==> src/rtl/pong_pkg.sv <==
// Shared types and constants for the Pong match sequencer.
// The state enum is 4 bits wide so GAME_OVER fits beside the original eight states.
package pong_pkg;

  typedef enum logic [3:0] {
    IDLE      = 4'd0,
    CLEAR     = 4'd1,
    SERVE     = 4'd2,
    PLAY      = 4'd3,
    PAUSED    = 4'd4,
    POINT_P1  = 4'd5,
    POINT_P2  = 4'd6,
    SETTLE    = 4'd7,
    GAME_OVER = 4'd8
  } match_state_t;

  localparam logic DIR_P1 = 1'b0;
  localparam logic DIR_P2 = 1'b1;

endpackage

==> src/rtl/pong_edge_det.sv <==
// Rising-edge detector for an already-synchronised button level.
// A RST_VAL of 1 means a button held through reset must be released before it can fire.
module pong_edge_det #(
  parameter logic RST_VAL = 1'b1
) (
  input  logic clk,
  input  logic rst,
  input  logic in,
  output logic rise
);

  logic prev_q;
  logic prev_d;

  always_comb begin
    prev_d = in;
  end

  always_ff @(posedge clk or posedge rst) begin
    if (rst) begin
      prev_q <= RST_VAL;
    end else begin
      prev_q <= prev_d;
    end
  end

  assign rise = in & ~prev_q;

endmodule

==> src/rtl/pong_match_ctrl.sv <==
// Match sequencer: serve countdown, rally, point award, win check, pause and restart.
// Every output is decoded from registered state; serve_dir and winner are flops.
module pong_match_ctrl
  import pong_pkg::*;
#(
  parameter logic [3:0] WIN_SCORE   = 4'd5,
  parameter int         SERVE_TICKS = 60,
  parameter int         SCORE_LAT   = 2
) (
  input  logic       clk,
  input  logic       rst,
  input  logic       start_btn,
  input  logic       pause_btn,
  input  logic       frame_tick,
  input  logic       p1_goal,
  input  logic       p2_goal,
  input  logic [3:0] p1_score,
  input  logic [3:0] p2_score,
  output logic       score_clr,
  output logic       p1_point,
  output logic       p2_point,
  output logic       ball_run,
  output logic       ball_centre,
  output logic       serve_dir,
  output logic       game_over,
  output logic       winner
);

  localparam logic [7:0] SERVE_LAST  = 8'(SERVE_TICKS - 1);
  localparam logic [3:0] SETTLE_LAST = 4'(SCORE_LAT - 1);

  match_state_t state_q, state_d;
  logic [7:0]   serve_cnt_q, serve_cnt_d;
  logic [3:0]   settle_cnt_q, settle_cnt_d;
  logic         serve_dir_q, serve_dir_d;
  logic         winner_q, winner_d;
  logic         start_rise;
  logic         pause_rise;

  pong_edge_det #(.RST_VAL(1'b1)) u_start_edge (
    .clk  (clk),
    .rst  (rst),
    .in   (start_btn),
    .rise (start_rise)
  );

  pong_edge_det #(.RST_VAL(1'b1)) u_pause_edge (
    .clk  (clk),
    .rst  (rst),
    .in   (pause_btn),
    .rise (pause_rise)
  );

  always_comb begin
    state_d      = state_q;
    serve_cnt_d  = serve_cnt_q;
    settle_cnt_d = settle_cnt_q;
    serve_dir_d  = serve_dir_q;
    winner_d     = winner_q;
    case (state_q)
      IDLE: begin
        if (start_rise) state_d = CLEAR;
      end
      CLEAR: begin
        serve_dir_d = DIR_P2;
        serve_cnt_d = 8'd0;
        state_d     = SERVE;
      end
      SERVE: begin
        if (frame_tick) begin
          if (serve_cnt_q == SERVE_LAST) state_d = PLAY;
          else serve_cnt_d = serve_cnt_q + 8'd1;
        end
      end
      PLAY: begin
        // A double goal is a void rally; a goal always beats a same-cycle pause.
        if (p1_goal && p2_goal) begin
          serve_cnt_d = 8'd0;
          state_d     = SERVE;
        end else if (p1_goal) begin
          state_d = POINT_P1;
        end else if (p2_goal) begin
          state_d = POINT_P2;
        end else if (pause_rise) begin
          state_d = PAUSED;
        end
      end
      PAUSED: begin
        if (pause_rise) state_d = PLAY;
      end
      POINT_P1: begin
        serve_dir_d  = DIR_P1;
        settle_cnt_d = 4'd0;
        state_d      = SETTLE;
      end
      POINT_P2: begin
        serve_dir_d  = DIR_P2;
        settle_cnt_d = 4'd0;
        state_d      = SETTLE;
      end
      SETTLE: begin
        // Give the score block SCORE_LAT cycles to absorb the point before sampling.
        if (settle_cnt_q == SETTLE_LAST) begin
          settle_cnt_d = 4'd0;
          if (p1_score >= WIN_SCORE) begin
            winner_d = DIR_P1;
            state_d  = GAME_OVER;
          end else if (p2_score >= WIN_SCORE) begin
            winner_d = DIR_P2;
            state_d  = GAME_OVER;
          end else begin
            serve_cnt_d = 8'd0;
            state_d     = SERVE;
          end
        end else begin
          settle_cnt_d = settle_cnt_q + 4'd1;
        end
      end
      GAME_OVER: begin
        if (start_rise) state_d = CLEAR;
      end
      default: begin
        state_d = IDLE;
      end
    endcase
  end

  always_ff @(posedge clk or posedge rst) begin
    if (rst) begin
      state_q      <= IDLE;
      serve_cnt_q  <= 8'd0;
      settle_cnt_q <= 4'd0;
      serve_dir_q  <= DIR_P2;
      winner_q     <= DIR_P1;
    end else begin
      state_q      <= state_d;
      serve_cnt_q  <= serve_cnt_d;
      settle_cnt_q <= settle_cnt_d;
      serve_dir_q  <= serve_dir_d;
      winner_q     <= winner_d;
    end
  end

  assign score_clr   = (state_q == CLEAR);
  assign p1_point    = (state_q == POINT_P1);
  assign p2_point    = (state_q == POINT_P2);
  assign ball_run    = (state_q == PLAY);
  assign ball_centre = !((state_q == PLAY) || (state_q == PAUSED));
  assign game_over   = (state_q == GAME_OVER);
  assign serve_dir   = serve_dir_q;
  assign winner      = winner_q;

endmodule
==> config.mk <==
export PLATFORM = sky130hd
export DESIGN_NAME = pong_match_ctrl
export DESIGN_NICKNAME = d
export VERILOG_FILES = /design/src/rtl/pong_pkg.sv /design/src/rtl/pong_edge_det.sv /design/src/rtl/pong_match_ctrl.sv
export SDC_FILE = /design/constraint.sdc
export NUM_CORES = 1
export LEC_CHECK = 0
export BUFFER_PORTS_ARGS = -buffer_cell sky130_fd_sc_hd__clkbuf_2
export CAP_MARGIN = 20
export CORE_MARGIN = 4
export CORE_UTILIZATION = 59
export CTS_CLUSTER_DIAMETER = 30
export DETAILED_ROUTE_END_ITERATION = 12
export GPL_TIMING_DRIVEN = 0
export PLACE_DENSITY = 0.84
export REMOVE_ABC_BUFFERS = 1
export SYNTH_ARGS = -nofsm -noshare
export SYNTH_HDL_FRONTEND = slang
export SYNTH_SLANG_ARGS = --single-unit
==> constraint.sdc <==
create_clock -name clk -period 3.05 [get_ports clk]
set_clock_uncertainty 0.2 [all_clocks]
set_input_delay 0.1525 -clock clk [delete_from_list [all_inputs] [get_ports clk]]
set_output_delay 0.1525 -clock clk [all_outputs]
set_load 0.01 [all_outputs]
== After elaboration in Yosys (flattened, before gate mapping) ==
Index checks and enable logic that the tools add are counted.

* $add $sub $neg: 2
* Multiplexer cells: 24
* Order comparisons: 2
* Bitwise operators: 4
* Reductions and logical operators: 14
* Eq/ne operators: 20

{| class="wikitable"
|+ Operators by type and width
! cell !! number
|-
| 2-to-1 mux 4 bit || 12
|-
| 2-to-1 mux 8 bit || 6
|-
| one-hot mux 8 bit (4 select lines) || 1
|-
| one-hot mux 4 bit (7 select lines) || 1
|-
| == test 4 x 3 -> 1 bit, second input constant || 4
|-
| inequality test 2 bit, second input constant || 7
|-
| adder 8 x 1 -> 8 bit, second input constant || 1
|-
| == test 4 x 1 -> 1 bit, second input constant || 2
|-
| == test 4 x 2 -> 1 bit, second input constant || 2
|-
| == test 8 x 6 -> 1 bit, second input constant || 1
|-
| >= comparator 4 x 3 -> 1 bit, second input constant || 2
|-
| one-hot mux 4 bit (2 select lines) || 1
|-
| AND reduction 7 bit || 1
|-
| AND reduction 6 bit || 1
|-
| nonzero test 2 bit || 3
|-
| OR reduction 2 bit || 3
|-
| inequality test 5 x 3 -> 1 bit, second input constant || 1
|-
| adder 4 x 1 -> 4 bit, second input constant || 1
|-
| == test 4 bit, second input constant || 1
|-
| zero test 4 bit || 1
|-
| inequality test 2 x 1 -> 1 bit, second input constant || 2
|-
| nonzero test 4 bit || 1
|-
| AND reduction 3 bit || 1
|-
| bitwise AND 1 bit || 2
|-
| 6 further kinds || 8
|}

* Output and inout port bits: 8
* Input port bits: 15
* Word-level logic and storage cells: 73
* Register bits: 20

== Depth between registers and ports, before layout ==
* Word-level depth: 7
* Mapped depth: 7
* Mapped depth without buffers: 7

== Hierarchy ==
A second synthesis with hierarchy kept.

* Cell total of the unflattened synthesis: 148
* Area total of the unflattened synthesis: 1425.1 um^2

{| class="wikitable"
|+ By module, submodules not included
! module !! area each (um^2) !! times used !! cells each !! sequential area each (um^2)
|-
| pong_match_ctrl || 1337.5 || 1 || 142 || 451.7
|-
| pong_edge_det || 43.8 || 2 || 3 || 26.3
|}

== Worst setup path after synthesis ==
OpenSTA, ideal clock, no wires.

* Kind: register to register
* Start point: register serve_cnt_q[0]
* End point: register state_q[0]
* Cell stages (with the launch flop): 7
* Path slack: 1.067 ns
* Buffers on the path: 0
* Clock period less this slack: 1.983 ns
* Arrival time: 1.658 ns
* Library setup time: 0.125 ns
* Required time: 2.725 ns
* Cells stage by stage: dfrtp_1 > ha_1 > nand4_2 > nor4_4 > nand2_2 > a211o_2 > mux2_4

* Longest elaborated chain between the ends: 3

{| class="wikitable"
|+ Ends and longest elaborated chain
! item !! line !! RTL
|-
| start: declaration || pong_match_ctrl.sv:33 || <nowiki>logic [7:0] serve_cnt_q, serve_cnt_d;</nowiki>
|-
| start signal: assignment || pong_match_ctrl.sv:137 || <nowiki>serve_cnt_q <= serve_cnt_d;</nowiki>
|-
| == test 8 x 6 -> 1 bit || pong_match_ctrl.sv:71 || <nowiki>if (serve_cnt_q == SERVE_LAST) state_d = PLAY;</nowiki>
|-
| inequality test 2 bit (no line) || n/a ||
|-
| AND reduction 6 bit (no line) || n/a ||
|-
| end signal: assignment || pong_match_ctrl.sv:136 || <nowiki>state_q <= state_d;</nowiki>
|-
| end: declaration || pong_match_ctrl.sv:32 || <nowiki>match_state_t state_q, state_d;</nowiki>
|}

No other way between the ends.
A chain may end at the register's enable or synchronous reset.

== Final worst setup path ==
* Start point: register state_q[1]
* End point: register serve_cnt_q[5]

* Longest elaborated chain between the ends: 3
* Elaborated cells on any way between the ends: 13
* Classes of those cells: eq/ne (10); mux (1); reduce/logical (2)

{| class="wikitable"
|+ Ends and longest elaborated chain
! item !! line !! RTL
|-
| == test 4 x 3 -> 1 bit, or another cell as far along || pong_match_ctrl.sv:60 || <nowiki>case (state_q)</nowiki>
|-
| inequality test 2 bit (no line), or another cell as far along || n/a ||
|-
| AND reduction 7 bit (no line) || n/a ||
|}

Parallel ways exist; a longest one is shown, timed or not.

==> impl_metrics.csv <==
group,metric,value,unit
timing,rsz0062_at_grt,"false",
run_status,status,"completed",
critical_path,critPathTopFamily,"simple AND/OR/NAND/NOR gates",
detailed_routing,initialDrtViolationCount,32,
clock_network,cts_inserted_buffers,3,
floorplan,rows,17,
synthesis,synth_top_area_cell,"dfrtp_1",
timing,finalSetupViolCount,0,
global_routing,grt_first_pass_wirelength,5244,um
synthesis,postSynthAreaPerCell,8.857,um^2
timing,max_freq,375.4,MHz
placement,gp_congestion,0.7835,
critical_path,worstPathRequired,3.10,ns
clock_network,clock_latency,0.31,ns
clock_network,hold_buffers,7,
critical_path,cp.arrival,2.71,ns
timing,finalCriticalPeriod,2.664,ns
detailed_routing,routedWlPerCell,14.74,um
clock_network,clock-sinks,20,
floorplan,die_w,55.77,um
final_layout,fin_area,0.001549,mm^2
global_routing,grt_pass1_vias,1262,
final_layout,drive_gt1_share,23.60,%
power_and_ir_drop,ir_drop,605.3,uV
detailed_routing,via_per_inst,5.966,
critical_path,critPathCaptureType,"flip-flop",
timing,slew_viol_final,0,
timing,timing_hold_violations_final,0,
critical_path,cp-start-kind,"flip-flop",
synthesis,ys_warn_count,0,
global_routing,grt_overflow,0,
placement,io_buffers,22,
synthesis,syn_inst,152,
synthesis,synthArstFlopShare,100.0,%
synthesis,synth.distinct_cells,47,
timing,maxSlewHeadroom,32.22,%
critical_path,cp_slowest_cell,"nor4b_2",
worst_hold_path,min_path_type,"primary input to flip-flop",
synthesis,synth-edff-count,0,
detailed_routing,routed-via-count,1229,
floorplan,design.core.area,0.002191,mm^2
clock_network,cts_tree,"built",
global_routing,track_usage,20.42,%
clock_network,clk_root_buffer_cell,"clkbuf_4",
placement,dpl_cell_area,0.001426,mm^2
final_layout,antenna_cells,0,
detailed_routing,drt_first_pass_iters,7,
power_and_ir_drop,power.leakage,0.7035,nW
floorplan,die_area,0.003110,mm^2
global_routing,grt_max_degree,21,
critical_path,max_stage_delay,0.91,ns
clock_network,cts_buffer_depth,2,
synthesis,netlist.area_leader.share,31.60,%
timing,tns,0,ns
run,max_cap_viol_count,0,
critical_path,worstPathCellList,"nor4b_2 > nand2_1 > nor4_1 > a31oi_1 > nand2_1",
critical_path,worstSetupPathType,"flip-flop to flip-flop",
detailed_routing,drc,0,
final_layout,utilization,70.70,%
synthesis,synth.most_common_cell,"nand2_1",
final_layout,nets,197,
critical_path,crit_buf_inv,0,
critical_path,path_common_cell,"nand2_1",
floorplan,die_h,55.77,um
synthesis,synth_seq_cells,20,
synthesis,syn_area,0.001346,mm^2
timing,worst_pin_slew,1.014,ns
clock_network,cts_setup_buffers,0,
clock_network,cts_resized,0,
floorplan,start_util,61.45,%
clock_network,h-tree-depth,1,
detailed_routing,ant_nets,0,
synthesis,synth_common_cells,"nand2_1 (19), dfrtp_1 (17), nor2_1 (14)",
synthesis,ys_seq_area_share,37.45,%
final_layout,syn2layout_area_growth,15.06,%
global_routing,antenna_found_initial,0,
timing,post-route-period-util,87.33,%
synthesis,synthFlopType,"dfrtp_1",
detailed_routing,drt_wl_total,3037,um
power_and_ir_drop,power_density,805.7,mW/mm^2
synthesis,ys_top_cells_by_area,"dfrtp_1 (32%), dfstp_2 (5.9%), nand2_1 (5.3%), nor2_1 (3.9%), a31oi_1 (3.3%)",
placement,hpwl,2138,um
critical_path,critPathMaxFanout,17,
floorplan,boundaryPins,23,
clock_network,clk_pin_slew_worst_paths,0.11,ns
## logic make-up (layout without fill, tap and decap cells)
family / after synthesis / count (layout) / synth area share, %
and+or+nand+nor: 68 / 68 / 29.09
buffers and inverters: 14 / 40 / 6.785
AOI/OAI and AO/OA: 44 / 44 / 20.82
muxes: 3 / 3 / 3.067
adders and majority gates: 3 / 3 / 2.788
DFF: 20 / 20 / 37.45
## layout by cell type (no fill, tap or decap), types with 3 or more instances in the layout
master         count
clkbuf_2          22
nand2_1           19
dfrtp_1           17
nor2_1            14
a31oi_1            7
a21oi_1            7
inv_1              7
o21ai_0            7
dlygate4sd3_1      7
nand3_1            6
o21ai_1            5
o31ai_1            5
nor3_1             4
nor4_1             3
o21a_1             3
nand2b_1           3
ha_1               3
clkbuf_4           3
dfstp_2            3
## worst min-delay path, delay by kind of cell
kind / cells / cell delay, ns
AND/OR/NAND/NOR: 1 / 0.09
buffers and inverters: 1 / 0.08
AO/OA/AOI/OAI: 2 / 0.24
## layout make-up
cell class,instances,area (um^2)
clock buffers,3,22.52
well taps,28,35.03
repair buffers,29,180.2
inverters,7,26.28
flip-flops and latches,20,504.2
clock inverters,1,30.03
multi-input cells,118,750.7
fillers,174,641.9
## layer usage
layer	track usage (%)	vias to the layer above	share of wire (%)
met5	0	-	0
met4	7.292	0	0.95
met3	2.320	4	3.2
met2	35.47	29	50
met1	25.94	588	45
li1	-	608	-
## report_power, final
part           total, W  internal [W]  switching (W)
sequential     0.000454      0.000330       0.000124
clock          0.000221      0.000133      0.0000883
combinational  0.000573      0.000274       0.000299
## metrics by stage
step	worst slack (ns)	instances	hold slack (ns)	total power, W
after floorplan	0.9342	145	-0.08589	0.0008599
after global placement	0.5812	195	0.05202	0.0009932
after detailed placement	0.4771	195	0.05434	0.001013
after CTS	0.4531	206	0.08001	0.001242
after global routing	0.1164	206	0.1420	0.001341
final	0.3863	206	0.09703	0.001248
## final timing paths
| path | from | endpoint | slack (ns) | cells after the start |
|---|---|---|---|---|
| min | p1_score[2] | winner | 0.1 | 4 |
| max | state_q[1] | serve_cnt_q[5] | 0.39 | 5 |
| min reg2reg | winner | winner | 0.32 | 1 |
| max reg2reg | state_q[1] | serve_cnt_q[5] | 0.39 | 5 |
| max in group asynchronous | rst | state_q[3] | 1.87 | 3 |
| min in group asynchronous | rst | serve_cnt_q[6] | 0.30 | 3 |
## sequential cells by signal, summed over array words and instances, names as in the netlist
signal,flops
serve_dir,1
settle_cnt_q,4
u_pause_edge.prev_q,1
state_q,4
serve_cnt_q,8
u_start_edge.prev_q,1
winner,1
(Power assumes the default switching activity.)
